File: config.mk
export PLATFORM = sky130hd
export DESIGN_NAME = relay_sequencer_fsm
export DESIGN_NICKNAME = d
export VERILOG_FILES = /design/src/rtl/relay_sequencer_fsm.sv
export SDC_FILE = /design/constraint.sdc
export NUM_CORES = 1
export LEC_CHECK = 0
export BUFFER_PORTS_ARGS = -buffer_cell sky130_fd_sc_hd__buf_2
export CORE_MARGIN = 2
export CORE_UTILIZATION = 53
export DETAILED_ROUTE_END_ITERATION = 6
export PLACE_DENSITY = 0.8
export SLEW_MARGIN = 10
export SYNTH_ARGS = -nofsm -noshare
export SYNTH_HDL_FRONTEND = slang
export SYNTH_SLANG_ARGS = --single-unit
export TNS_END_PERCENT = 1
File: constraint.sdc
create_clock -name clk -period 2.45 [get_ports clk]
set_input_delay 0.49 -clock clk [delete_from_list [all_inputs] [get_ports clk]]
set_output_delay 0.49 -clock clk [all_outputs]
set_load 0.005 [all_outputs]
File: src/rtl/relay_sequencer_fsm.sv
// relay_sequencer_fsm
// ---------------------------------------------------------------------------
// Instruction sequencer for the relay computer. It walks a one-hot state
// vector through fetch (S1..S3), the class sample in S4, the common
// PC-increment phase (S5..S7) and the class-specific tail of each
// instruction (S8..S24). Each state is held for TICKS_PER_STATE clocks to
// emulate relay settle time. A HALT request on the final tick of an
// instruction parks the machine in HALTED until reset.
//
// Optional feature macro: RELAY_SEQ_SINGLE_STEP_EN
//   When defined, adds step_mode/step inputs. With step_mode=1 a state only
//   ends on its final tick when step=1.
//
// Parameters
//   TICKS_PER_STATE  clocks each state is held (1..255)
// Ports
//   clk          system clock
//   reset        synchronous active-high reset
//   run          leave IDLE and start fetching (ignored elsewhere)
//   fsm_input    instruction class from decode, sampled on S4's final tick
//   halt         HALT request, honoured only at instruction end
//   step_mode    (macro only) enable single-step gating
//   step         (macro only) advance permission while step_mode=1
//   state_vec    one-hot state, bit n-1 = S<n>, zero in IDLE/HALTED
//   busy         high in S1..S24
//   halted       high in HALTED
//   instr_done   pulse on the final tick of an instruction's last state
//   err_illegal  sticky, set when an illegal class is captured
// ---------------------------------------------------------------------------
module relay_sequencer_fsm #(
  parameter int TICKS_PER_STATE = 1
) (
  input  logic        clk,
  input  logic        reset,
  input  logic        run,
  input  logic [3:0]  fsm_input,
  input  logic        halt,
`ifdef RELAY_SEQ_SINGLE_STEP_EN
  input  logic        step_mode,
  input  logic        step,
`endif
  output logic [23:0] state_vec,
  output logic        busy,
  output logic        halted,
  output logic        instr_done,
  output logic        err_illegal
);

  // State encoding: IDLE=0, S1..S24 = 1..24, HALTED=25.
  localparam logic [4:0] ST_IDLE   = 5'd0;
  localparam logic [4:0] ST_S1     = 5'd1;
  localparam logic [4:0] ST_S4     = 5'd4;
  localparam logic [4:0] ST_S7     = 5'd7;
  localparam logic [4:0] ST_S10    = 5'd10;
  localparam logic [4:0] ST_S11    = 5'd11;
  localparam logic [4:0] ST_S13    = 5'd13;
  localparam logic [4:0] ST_S24    = 5'd24;
  localparam logic [4:0] ST_HALTED = 5'd25;

  localparam logic [7:0] TICK_LAST = 8'(TICKS_PER_STATE - 1);

  // Classes that the decode logic is allowed to return.
  function automatic logic cls_legal(input logic [3:0] c);
    logic ok;
    case (c)
      4'b0000, 4'b0100, 4'b1000,
      4'b1001, 4'b1010, 4'b1011,
      4'b1100, 4'b1101, 4'b1110, 4'b1111: ok = 1'b1;
      default:                            ok = 1'b0;
    endcase
    return ok;
  endfunction

  // Last state of an instruction for a given class; illegal classes end at S7.
  function automatic logic [4:0] last_state(input logic [3:0] c);
    logic [4:0] ls;
    case (c)
      4'b1001:                            ls = ST_S11;
      4'b1010:                            ls = ST_S10;
      4'b1011:                            ls = ST_S13;
      4'b1100, 4'b1101, 4'b1110, 4'b1111: ls = ST_S24;
      default:                            ls = ST_S7;
    endcase
    return ls;
  endfunction

  logic [4:0] state_q, state_d;
  logic [7:0] tick_q, tick_d;
  logic [3:0] cls_q, cls_d;
  logic       err_q, err_d;

  logic busy_s;
  logic tick_done_s;
  logic step_ok_s;
  logic final_tick_s;
  logic end_s;

`ifdef RELAY_SEQ_SINGLE_STEP_EN
  assign step_ok_s = ~step_mode | step;
`else
  assign step_ok_s = 1'b1;
`endif

  assign busy_s       = (state_q >= ST_S1) && (state_q <= ST_S24);
  assign tick_done_s  = (tick_q == TICK_LAST);
  // In step mode the counter parks on its last value until step arrives.
  assign final_tick_s = busy_s & tick_done_s & step_ok_s;
  assign end_s        = final_tick_s & (state_q == last_state(cls_q));

  // Next-state, tick counter, class capture and sticky error logic.
  always_comb begin
    state_d = state_q;
    tick_d  = tick_q;
    cls_d   = cls_q;
    err_d   = err_q;
    if (busy_s) begin
      if (final_tick_s) begin
        tick_d = 8'd0;
        if (end_s) begin
          if (halt) begin
            state_d = ST_HALTED;
          end else begin
            state_d = ST_S1;
          end
        end else begin
          state_d = state_q + 5'd1;
        end
        if (state_q == ST_S4) begin
          cls_d = fsm_input;
          if (!cls_legal(fsm_input)) begin
            err_d = 1'b1;
          end else begin
            err_d = err_q;
          end
        end else begin
          cls_d = cls_q;
        end
      end else if (!tick_done_s) begin
        tick_d = tick_q + 8'd1;
      end else begin
        tick_d = tick_q;
      end
    end else if (state_q == ST_IDLE) begin
      tick_d = 8'd0;
      if (run) begin
        state_d = ST_S1;
      end else begin
        state_d = ST_IDLE;
      end
    end else if (state_q == ST_HALTED) begin
      tick_d  = 8'd0;
      state_d = ST_HALTED;
    end else begin
      // Unused encodings recover to IDLE.
      tick_d  = 8'd0;
      state_d = ST_IDLE;
    end
  end

  // State, counter, class and error registers with synchronous reset.
  always_ff @(posedge clk) begin
    if (reset) begin
      state_q <= ST_IDLE;
      tick_q  <= 8'd0;
      cls_q   <= 4'b0000;
      err_q   <= 1'b0;
    end else begin
      state_q <= state_d;
      tick_q  <= tick_d;
      cls_q   <= cls_d;
      err_q   <= err_d;
    end
  end

  // One-hot decode of the state register; zero outside S1..S24.
  always_comb begin
    state_vec = 24'd0;
    if (busy_s) begin
      state_vec = 24'd1 << (state_q - 5'd1);
    end else begin
      state_vec = 24'd0;
    end
  end

  assign busy        = busy_s;
  assign halted      = (state_q == ST_HALTED);
  // A pending reset cancels the instruction end, so no pulse is shown.
  assign instr_done  = end_s & ~reset;
  assign err_illegal = err_q;

endmodule

Word-level counts from Yosys, hierarchy flattened. Memory sizes are Yosys's and may differ from the RTL's. Cells that the tools add are included.

Word-level logic and storage cells: 47. Bits in read-only memories: 16. Register bits: 18. Memories: 1. Output and inout bits: 28.

Order comparisons: 2. Reduce and logical (&&, ||, !) cells: 7. Bitwise operators: 6. Shift operators: 1. Muxes and demuxes: 12. $add $sub $neg: 3. Equality and inequality tests: 11.

Memories: (name not given) (words 16, bits a word 1, read ports 1, clocked after memory_dff 0, write ports 0, RTL line 65) `case (c)`.

Operator list (number): 5-bit two-way mux (6); 4-bit == test, second input constant (7); 24-bit two-way mux (1); 1-bit by 5-bit left shift with 24-bit output, first input constant (1); 5-bit one-hot mux with 4 select lines (1); 8-bit by 1-bit adder with 8-bit output, second input constant (1); 8-bit logical NOT (1); 5-bit by 1-bit adder with 5-bit output, second input constant (1); 5-bit by 3-bit == test with 1-bit output, second input constant (1); 5-bit == test (1); 5-bit == test, second input constant (1); 5-bit by 1-bit greater-or-equal comparator with 1-bit output, second input constant (1); 5-bit less-or-equal comparator, second input constant (1); 5-bit logical NOT (1); 5-bit by 1-bit subtractor with 5-bit output, second input constant (1); 1-bit two-way mux (4); 4-bit AND reduction (1); 4-bit OR reduction (1); 1-bit bitwise AND (3); 1-bit inverter (3); 3-bit AND reduction (1); 3-bit OR reduction (1); 2-bit by 1-bit inequality test with 1-bit output, second input constant (1); 1-bit logical AND (1).

Depth between registers and ports, before layout. Gate-level depths: netlist (run 1).

Word-level depth: 8. Mapped depth: 9.

Worst setup path before layout (run 1). OpenSTA, ideal clock, no wires.

Path type: register to output. From: reg state_q[1]. To: out state_vec[16]. Arrival: 1.558 ns. Slack: 0.402 ns. Cell stages (with the launch flop): 7. Path through: dfxtp_1 -> or3_1 -> buf_2 -> o32a_4 -> inv_1 -> nor3_1 -> and2_1.

Longest elaborated chain between the ends: 3. Elaborated cells on any way between the ends: 6. Those cells by class: add/sub (1); order compare (2); shift (1); mux (1); reduce/logical (1).

Ends and longest elaborated chain: from (decl) (RTL line 87) `logic [4:0] state_q, state_d;`; from (signal assigned) (RTL line 168) `state_q <= state_d;`; 5-bit by 1-bit greater-or-equal comparator with 1-bit output or 5-bit less-or-equal comparator (tied branches) (RTL line 104) `assign busy_s = (state_q >= ST_S1) && (state_q <= ST_S24);`; 1-bit logical AND (*) (RTL line 104); net busy (RTL line 43) `output logic busy,`; 24-bit two-way mux (*) (RTL line 178) `if (busy_s) begin`; to (decl) (RTL line 42) `output logic [23:0] state_vec,`.

Mark *: on every way through the listed nets, which the timed path passes. The rest lies on a longest branch.

Final worst setup path (run 1).
From: reg state_q[1]. To: out state_vec[17].

Longest elaborated chain between the ends: 3. Elaborated cells on any way between the ends: 6. Those cells by class: add/sub (1); order compare (2); shift (1); mux (1); reduce/logical (1).

Ends and longest elaborated chain: 5-bit by 1-bit subtractor with 5-bit output (tied with other cells) (RTL line 179) `state_vec = 24'd1 << (state_q - 5'd1);`; 1-bit by 5-bit left shift with 24-bit output or 1-bit logical AND (tied branches) (RTL line 179, 104); 24-bit two-way mux (*) (RTL line 178).

Mark *: on every way between the ends. The rest lies on a longest branch, timed or not.

==> results of run 1 <==
==> layer usage <==
metal / vias up / track usage / routed length, um
li1: 723 / - / -
met4: 0 / 0.1080 / 94
met3: 11 / 0.03256 / 248
met1: 688 / 0.2729 / 1455
met5: - / 0 / 0
met2: 74 / 0.4473 / 1923
==> state kept, by name, summed over array words and instances (netlist names) <==
signal       count
tick_q           8
state_q          5
cls_q            4
err_illegal      1
==> per-stage QoR <==
stage / utilization / total power [mW] / hold WS [ns] / cells / worst slack (ns)
finish: 0.6852 / 1.201 / 0.4306 / 251 / 0.03796
detailed placement: 0.6507 / 0.9784 / 0.4751 / 246 / 0.06826
CTS: 0.6677 / 1.159 / 0.4393 / 249 / 0.01676
global placement: 0.6507 / 0.9478 / 0.4550 / 246 / 0.2219
floorplan: - / 0.7797 / 0.4486 / 183 / 0.4022
global route: 0.6852 / 1.288 / 0.4539 / 251 / -0.05866
==> cells in the final DEF (no fill, tap or decap), types with 2 or more instances in the layout <==
master,synthesis,layout
nor2_1,22,21
a31oi_1,2,2
a21oi_1,5,4
o22ai_1,2,2
dfxtp_1,18,16
buf_2,4,35
inv_1,9,6
mux2i_1,4,4
a32oi_1,2,2
nor2b_1,14,13
and3_1,4,4
buf_4,1,9
clkbuf_4,0,3
nand2_1,13,13
nor3_1,5,4
nor3b_1,2,2
dfxtp_4,0,2
ha_1,8,6
xor2_1,5,5
ha_2,0,2
inv_2,0,2
xnor2_1,5,5
nand3_1,8,8
nand4_1,6,6
o21ai_0,5,5
and2_1,13,12
a32o_1,2,2
==> worst max-delay path: stages, from the launching register on <==
cell,delay [ns]
dfxtp_4,0.39
or3_4,0.43
o32a_4,0.36
inv_2,0.10
nor3_4,0.05
and2_1,0.17
buf_2,0.12
==> worst max path at each step <==
stage	to	startpoint	depth (start not counted)	slack, ns
2_1_floorplan	state_vec[16]	state_q[1]$_SDFFE_PP0P_	6	0.40
3_3_place_gp	state_vec[17]	state_q[1]$_SDFFE_PP0P_	7	0.22
3_5_place_dp	state_vec[17]	state_q[0]$_SDFFE_PP0P_	8	0.07
4_1_cts	state_vec[17]	state_q[0]$_SDFFE_PP0P_	8	0.02
5_1_grt	state_vec[23]	state_q[2]$_SDFFE_PP0P_	7	-0.06
6_report	state_vec[17]	state_q[1]$_SDFFE_PP0P_	6	0.04
==> power by group through the flow <==
| stage | registers [mW] | logic, mW | clock network, mW |
|---|---|---|---|
| floorplan | 0.344 | 0.436 | 0 |
| global placement | 0.349 | 0.599 | 0 |
| detailed placement | 0.354 | 0.624 | 0 |
| CTS | 0.356 | 0.654 | 0.149 |
| global route | 0.368 | 0.755 | 0.165 |
| finish | 0.363 | 0.693 | 0.146 |
==> cells by family (layout without fill, tap and decap cells) <==
family,after synthesis,count (layout),share of synthesized area
compound gates,30,30,0.1640
xor+xnor,10,10,0.06205
fa+ha+maj,8,8,0.07092
buf+inv,18,56,0.05940
flops,18,18,0.2553
mux,5,5,0.03635
simple gates,94,94,0.3520
==> repair_timing <==
item | 4_1_cts | 5_1_grt
endpoints found under the setup margin | 25 | 25
setup buffers | 0 | 2
pin swaps | 1 | 2
resized for setup | 10 | 9
==> final cells by class <==
cell class                      count  area, um2
Multi-Input combinational cell    147       1006
Fill cell                         208      787.0
Sequential cell                    18      367.9
Timing Repair Buffer               44      242.7
Tap cell                           30      37.54
Inverter                            9      36.28
Clock buffer                        3      22.52
==> impl_metrics.yaml, run 1 <==
status:
  outcome: "completed"
synth:
  yosysMostFrequentCell: "nor2_1"
  synth_top_cells_by_count: "22 x nor2_1, 18 x dfxtp_1, 14 x nor2b_1, 13 x and2_1, 13 x nand2_1"
  synth_fp_nets: 199
  synth_edf_count: 0
  yosysSeqAreaShare: 0.2553
  yosysWarnings: 0
  ys_ff_latch: 18
  syn_avg_cell_area_um2: 7.712
  yosysTopAreaCellShare: 0.2553
  syn_area_um2: 1411
  synthDistinctLibCells: 46
  synthTopCellsByArea: "dfxtp_1 26%, ha_1 7.1%, nor2b_1 6.2%, nor2_1 5.9%, and2_1 5.8%"
  netlist_instances: 183
  async_reset_ff_frac: 0
  synth_top_cell_by_area: "dfxtp_1"
  ys.flop_type: "dfxtp_1"
final_layout:
  fin_area_um2: 1713
  antenna_cells: 0
  syn_to_final_growth_pct: 21.37
  nets: 239
  drive_gt1_frac: 0.2941
timing:
  finalCritPeriodShare: 0.9845
  fmax_ghz: 0.4146
  maxSlewHeadroom: 0.6981
  worst_pin_slew_ns: 0.4528
  fin_setup_tns_ns: 0
  drv_slew: 0
  skew_ns: 0.001761
  setup-violations-final: 0
  rsz0062_at_grt: "true"
  finalHoldViolations: 0
  fin_crit_ns: 2.412
worst_setup_path:
  cp_max_fo: 10
  startpoint_type: "register"
  rr_startpoint: "state_q[2]$_SDFFE_PP0P_"
  required_ns: 1.96
  arrival_ns: 1.92
  rrSetupSlack_ns: 0.59
  rr_endpoint: "state_q[4]$_SDFFE_PP0P_"
  criticalPathCategory: "register to output port"
  rr_worst_depth: 8
  setup.worst_path.end_class: "output port"
route:
  vias: 1496
  dr.first_iter.drc_count: 59
  firstDrtPassIters: 4
  wl_per_cell_um: 14.83
  drtAntennaViolNets: 0
  drc: 0
  routed_via_density: 5.960
  wl_um: 3722
grt:
  antenna_found_initial: 0
  grt_pass1_wl_um: 6092
  grt_max_degree: 14
  grt_pass1_vias: 1392
  grt_overflow: 0
  grt_use_total: 0.2420
clocking:
  cts_sinks: 18
  cts.path.max_buffers: 2
  insertion_delay_ns: 0.30
  cts_buffers: 3
  cts_root_buf: "clkbuf_4"
  postCtsHoldBufs: 0
  path_clk_slew_ns: 0.09
  cts_htree_levels: 1
  cts_tree: "done"
min_path:
  worstHoldPathCells: 3
  hp-start: "fsm_input[2]"
  hold_end: "cls_q[2]$_SDFFE_PP0P_"
  min_path_type: "input pin to register"
placed_design:
  place_area_um2: 1627
  portBuffers: 35
  place_congestion: 0.9681
  hpwl_um: 2817
floorplanning:
  row_count: 18
  dieArea_um2: 3092
  start_util: 0.5646
  die_y_um: 55.61
  core-area_um2: 2500
  die_w_um: 55.61
  pin_count: 36
power_and_ir_drop:
  p_switching_mw: 0.5263
  p_leak_nw: 0.8096
  power_frac_comb: 0.577
  pwr-share-clk: 0.121
  p_sw_frac: 0.4381
  peakVddDrop_v: 0.0006317
  p_int_mw: 0.6751
  p_per_area_nw_per_um2: 701.4
  pwr-share-seq: 0.302
flow_run:
  cap_violations: 0
Power figures use the tool's default switching activity.
==> run 2: changes to the inputs <==
--- a/config.mk
+++ b/config.mk
@@ -7,9 +7,9 @@
 export LEC_CHECK = 0
 export BUFFER_PORTS_ARGS = -buffer_cell sky130_fd_sc_hd__buf_2
 export CORE_MARGIN = 2
-export CORE_UTILIZATION = 53
+export CORE_UTILIZATION = 48
 export DETAILED_ROUTE_END_ITERATION = 6
-export PLACE_DENSITY = 0.8
+export PLACE_DENSITY = 0.76
 export SLEW_MARGIN = 10
 export SYNTH_ARGS = -nofsm -noshare
 export SYNTH_HDL_FRONTEND = slang
==> constraint.sdc (replaced) <==
create_clock -name clk -period 2.08 [get_ports clk]
set_input_delay 0.416 -clock clk [delete_from_list [all_inputs] [get_ports clk]]
set_output_delay 0.416 -clock clk [all_outputs]
set_load 0.005 [all_outputs]
==> run 2 against run 1 <==
Effect of this change:
- clock skew down 0.0012 ns
- register-to-register slack worse by 0.44 ns
- largest cell class unchanged
- critical endpoint unchanged
- final area is 16% higher
- the run now ends with setup timing left
- clock power up 42%
- global-route usage fell by 1.5 points
- first-iteration DRC count grew 120%
- wire length increased by 3.8%
- sequential power grew 8.5%
- cell count rose by 6.4%
- count of clock-buffer cells in the layout up 1
- via count rose by 2.1%
- power up 49%
==> impl_metrics.yaml, run 2 (same netlist as run 1, synthesis figures left out) <==
power_and_ir_drop:
  power_frac_comb: 0.663
  p_switching_mw: 0.7331
  p_per_area_nw_per_um2: 899.0
  pwr-share-clk: 0.116
  p_leak_nw: 0.9346
  p_sw_frac: 0.4104
  pwr-share-seq: 0.221
  p_int_mw: 1.053
  peakVddDrop_v: 0.0006799
status:
  outcome: "finished with violations"
  violations: "setup timing"
worst_setup_path:
  criticalPathCategory: "register to output port"
  arrival_ns: 1.78
  path_buf_inv: 2
  path_delay_family: "simple AND/OR/NAND/NOR gates"
  cp_cell_sequence: "or3_4 > o32a_4 > inv_4 > nor3_4 > and2_4 > buf_2"
  required_ns: 1.66
  startpoint_type: "register"
  crit_slowest_cell: "or3_4"
  cp_max_fo: 4
  cp_slowest_stage_delay_ns: 0.40
  setup.worst_path.end_class: "output port"
timing:
  maxSlewHeadroom: 0.6965
  fin_crit_ns: 2.193
  finalHoldViolations: 0
  drv_slew: 0
  finalCritPeriodShare: 1.054
  hold-worst-slack_ns: 0.3562
  fin_ws_ns: -0.1128
  skew_ns: 0.0005150
  fmax_ghz: 0.4560
  setup-violations-final: 13
  worst_pin_slew_ns: 0.4513
  rsz0062_at_grt: "true"
route:
  drtAntennaViolNets: 0
  firstDrtPassIters: 4
  drc: 0
  wl_per_cell_um: 14.46
  routed_via_density: 5.723
  vias: 1528
  dr.first_iter.drc_count: 130
  wl_um: 3862
floorplanning:
  pin_count: 36
  dieArea_um2: 3390
  start_util: 0.5074
  die_y_um: 58.23
  die_w_um: 58.23
  core-area_um2: 2781
  row_count: 19
clocking:
  cts_root_buf: "clkbuf_4"
  insertion_delay_ns: 0.29
  cts_buffers: 3
  postCtsHoldBufs: 0
  cts_sinks: 18
  path_clk_slew_ns: 0.09
  cts.path.max_buffers: 2
  cts_htree_levels: 1
  cts_tree: "done"
grt:
  grt_overflow: 0
  antenna_found_initial: 0
  grt_max_degree: 14
  grt_pass1_vias: 1346
  grt_pass1_wl_um: 5989
  grt_use_total: 0.2272
final_layout:
  multi_input_area_um2: 1125
  largest-register: "tick_q"
  reg_top3: "tick_q (8), state_q (5), cls_q (4)"
  drive_gt1_frac: 0.4237
  seq_area_um2: 371.6
  nets: 253
  final_cell_mix: "35 x buf_2, 18 x nor2_1, 17 x buf_4"
  final_common_cell: "buf_2"
  largest_register_ff_count: 8
  fillCellCount: 194
  antenna_cells: 0
  syn_to_final_growth_pct: 40.78
placed_design:
  pre_cts_ws_ns: 0.05624
  hpwl_um: 2533
  portBuffers: 35
  place_congestion: 0.9583
flow_run:
  cap_violations: 0
min_path:
  min_path_type: "input pin to register"
-- run 2: cell count changes in the layout (fill, tap and decap cells not counted), moves of 3 or more --
cell	delta
buf_4	+8
dfxtp_2	+6
dfxtp_1	-5
nor2_1	-3
nor2_2	+3
buf_6	+5
-- run 2: worst min-delay path: stages --
cell and delay [ns]:
buf_2 0.07, mux2i_1 0.05, nor2_1 0.07
-- run 2: per-stage QoR --
stage	setup TNS, ns	util	total power, mW	cell area (um2)	std cells
finish	-0.8359	0.7144	1.786	1987	267
global route	-3.192	0.7144	1.906	1987	267
CTS	-0.9112	0.6788	1.667	1888	265
detailed placement	0	0.6095	1.215	1695	256
global placement	0	0.6095	1.203	1695	256
floorplan	0	-	0.9185	1411	183
-- run 2: cell type report --
type / instances / area share
Inverter: 9 / 0.01826
Multi-Input combinational cell: 147 / 0.5661
Clock buffer: 4 / 0.01826
Sequential cell: 18 / 0.1870
Tap cell: 31 / 0.01952
Timing Repair Buffer: 58 / 0.1908
-- run 2: path summary, 6_finish.rpt --
path,from,to,slack [ns],cells after the start
max,state_q[1]$_SDFFE_PP0P_,state_vec[17],-0.11,6
min,fsm_input[2],cls_q[2]$_SDFFE_PP0P_,0.36,3
max reg2reg,state_q[1]$_SDFFE_PP0P_,state_q[0]$_SDFFE_PP0P_,0.15,6
min reg2reg,err_illegal$_SDFFE_PP0P_,err_illegal$_SDFFE_PP0P_,0.47,2
-- run 2: metal layers --
metal / part of all wire / GRT usage
met5: 0 / 0
met4: 0.020 / 0.1163
met3: 0.058 / 0.02009
met2: 0.49 / 0.3880
met1: 0.43 / 0.2838
-- run 2: what timing repair did --
action / 4_1_cts / 5_1_grt
endpoints found under the setup margin: 26 / 27
buffers inserted: 5 / 2
resized for setup: 31 / 19
pin swaps: 9 / 14
-- run 2: power groups by stage --
stage          clock network, mW  registers, mW  logic, mW
2_1_floorplan                  0          0.405      0.514
3_3_place_gp                   0          0.391      0.813
3_5_place_dp                   0          0.392      0.822
4_1_cts                    0.218          0.391       1.06
5_1_grt                    0.229          0.398       1.28
6_report                   0.207          0.394       1.19
==> run 3: changes to the inputs <==
--- a/config.mk
+++ b/config.mk
@@ -6,10 +6,12 @@
 export NUM_CORES = 1
 export LEC_CHECK = 0
 export BUFFER_PORTS_ARGS = -buffer_cell sky130_fd_sc_hd__buf_2
+export CELL_PAD_IN_SITES_DETAIL_PLACEMENT = 1
+export CELL_PAD_IN_SITES_GLOBAL_PLACEMENT = 1
 export CORE_MARGIN = 2
-export CORE_UTILIZATION = 48
+export CORE_UTILIZATION = 34
 export DETAILED_ROUTE_END_ITERATION = 6
-export PLACE_DENSITY = 0.76
+export PLACE_DENSITY_LB_ADDON = 0.1
 export SLEW_MARGIN = 10
 export SYNTH_ARGS = -nofsm -noshare
 export SYNTH_HDL_FRONTEND = slang
==> run 3 against run 2 <==
Effect of this change:
- the flow still finishes with violations (setup timing)
- final area grew 0.31%
- cell count grew 6.4%
- first-iteration DRC count shrank 39%
- non-clock buffer count shrank 2
- count of clock-buffer cells in the layout is the same
- worst hold slack gained 0.036 ns
- fmax grew 2.1%
- core utilization shrank 22 points
- register-to-register slack gained 0.11 ns
- global-route usage shrank 1.5 points
- sequential power grew 2%
- critical path type unchanged
- largest cell class unchanged
- largest power group unchanged
==> impl_metrics.yaml, run 3 (same netlist as run 1, synthesis figures left out) <==
status:
  outcome: "finished with violations"
  violations: "setup timing"
min_path:
  hp-start: "fsm_input[2]"
  worstHoldPathCells: 3
  hold_end: "cls_q[2]$_SDFFE_PP0P_"
  min_path_type: "input pin to register"
power_and_ir_drop:
  p_per_area_nw_per_um2: 943.8
  p_leak_nw: 0.9277
  power_frac_comb: 0.632
  finalPower_mw: 1.881
  peakVddDrop_v: 0.0006335
  p_int_mw: 1.114
  p_switching_mw: 0.7674
  pwr-share-clk: 0.155
  p_sw_frac: 0.4079
  pwr-share-seq: 0.213
final_layout:
  final_cell_mix: "35 x buf_2, 20 x nor2_1, 15 x buf_4"
  fillCellCount: 505
  reg_top3: "tick_q (8), state_q (5), cls_q (4)"
  largest-register: "tick_q"
  antenna_cells: 0
  nets: 251
  largest_register_ff_count: 8
  final_cells: 284
  drive_gt1_frac: 0.4017
  final_common_cell: "buf_2"
  syn_to_final_growth_pct: 41.22
  final_util: 0.4983
timing:
  setup-violations-final: 15
  fin_ws_ns: -0.06822
  maxSlewHeadroom: 0.7108
  fmax_ghz: 0.4655
  fin_crit_ns: 2.148
  drv_slew: 0
  finalHoldViolations: 0
  finalCritPeriodShare: 1.033
  worst_pin_slew_ns: 0.4301
  skew_ns: 0.001393
  rsz0062_at_grt: "true"
worst_setup_path:
  cp_max_fo: 4
  startpoint: "state_q[0]$_SDFFE_PP0P_"
  arrival_ns: 1.73
  cp_slowest_stage_delay_ns: 0.40
  startpoint_type: "register"
  rrSetupSlack_ns: 0.26
  cp_cell_sequence: "or3_4 > o32a_4 > inv_4 > nor3_4 > and2_1 > buf_2"
  path_delay_family: "simple AND/OR/NAND/NOR gates"
  rr_endpoint: "tick_q[2]$_SDFFE_PP0P_"
  criticalPathCategory: "register to output port"
  path_buf_inv: 2
  setup.worst_path.end_class: "output port"
  crit_slowest_cell: "or3_4"
  rr_startpoint: "state_q[1]$_SDFFE_PP0P_"
  rr_worst_depth: 9
  required_ns: 1.66
clocking:
  cts.path.max_buffers: 2
  cts_sinks: 18
  cts_buffers: 3
  cts_tree: "done"
  cts_root_buf: "clkbuf_8"
  cts_htree_levels: 1
  path_clk_slew_ns: 0.07
  insertion_delay_ns: 0.25
route:
  routed_via_density: 5.461
  firstDrtPassIters: 4
  wl_per_cell_um: 15.62
  dr.first_iter.drc_count: 79
  vias: 1551
  drtAntennaViolNets: 0
  drc: 0
  wl_um: 4435
placed_design:
  place_inst: 278
  place_congestion: 0.8044
  portBuffers: 35
  hpwl_um: 3471
grt:
  grt_max_degree: 15
  grt_pass1_vias: 1570
  grt_pass1_wl_um: 7555
  grt_overflow: 0
  grt_use_total: 0.2118
  antenna_found_initial: 0
flow_run:
  cap_violations: 0
floorplanning:
  row_count: 23
  start_util: 0.3528
  pin_count: 36
  die_y_um: 68.43
  core-area_um2: 4000
  die_w_um: 68.43
  dieArea_um2: 4683
-- run 3: cell count changes in the layout (fill, tap and decap cells not counted), moves of 2 or more --
cell / before / now
clkbuf_8: 1 / 4
nor2_1: 18 / 20
a32oi_2: 2 / 0
a32oi_1: 0 / 2
nor3_2: 2 / 0
buf_4: 17 / 15
nor2_2: 4 / 2
clkbuf_4: 3 / 0
-- run 3: metrics by stage --
stage	setup slack [ns]	hold WS, ns	TNS (ns)	cell area [um2]
2_1_floorplan	0.1062	0.4486	0	1411
3_3_place_gp	0.1197	0.4912	0	1754
3_5_place_dp	-0.01298	0.4960	-0.02787	1754
4_1_cts	-0.06259	0.3907	-0.6365	1948
5_1_grt	-0.1647	0.4124	-2.577	1993
6_report	-0.06822	0.3922	-0.3452	1993
-- run 3: tightest hold or removal path, delay by kind of cell --
| kind | cells | cell delay (ns) |
|---|---|---|
| AND/OR/NAND/NOR | 1 | 0.07 |
| buffers and inverters | 1 | 0.07 |
| multiplexers | 1 | 0.05 |
-- run 3: power by group through the flow --
stage | clock network (mW) | logic [mW] | registers, mW
2_1_floorplan | 0 | 0.514 | 0.405
3_3_place_gp | 0 | 0.859 | 0.391
3_5_place_dp | 0 | 0.907 | 0.394
4_1_cts | 0.302 | 1.12 | 0.395
5_1_grt | 0.318 | 1.30 | 0.406
6_report | 0.292 | 1.19 | 0.401
-- run 3: layout make-up --
cell class,count,area [um2],area share
sequential,18,371.6,0.1864
tap,50,62.56,0.03139
multi-input combinational,147,1101,0.5524
clock buffer,4,55.05,0.02762
inverter,9,38.79,0.01946
timing repair buffer,56,364.1,0.1827
-- run 3: worst max-delay path by stage --
stage	end	slack, ns	depth (start not counted)
floorplan	state_vec[16]	0.11	6
global placement	state_vec[16]	0.12	8
detailed placement	state_vec[16]	-0.01	8
CTS	state_vec[6]	-0.06	7
global route	state_vec[19]	-0.16	6
finish	state_vec[19]	-0.07	6
-- run 3: layer usage --
layer / vias to the layer above / GRT usage / part of all wire
met2: 44 / 0.3534 / 0.48
met5: - / 0 / 0
li1: 741 / - / -
met3: 4 / 0.04605 / 0.058
met4: 0 / 0.05250 / 0.0077
met1: 762 / 0.2751 / 0.46
-- run 3: timing repair --
item,in CTS,in global routing
endpoints found under the setup margin,25,26
pin swaps,10,7
gates resized for setup,33,14
buffers inserted,2,0
hold buffers,0,0
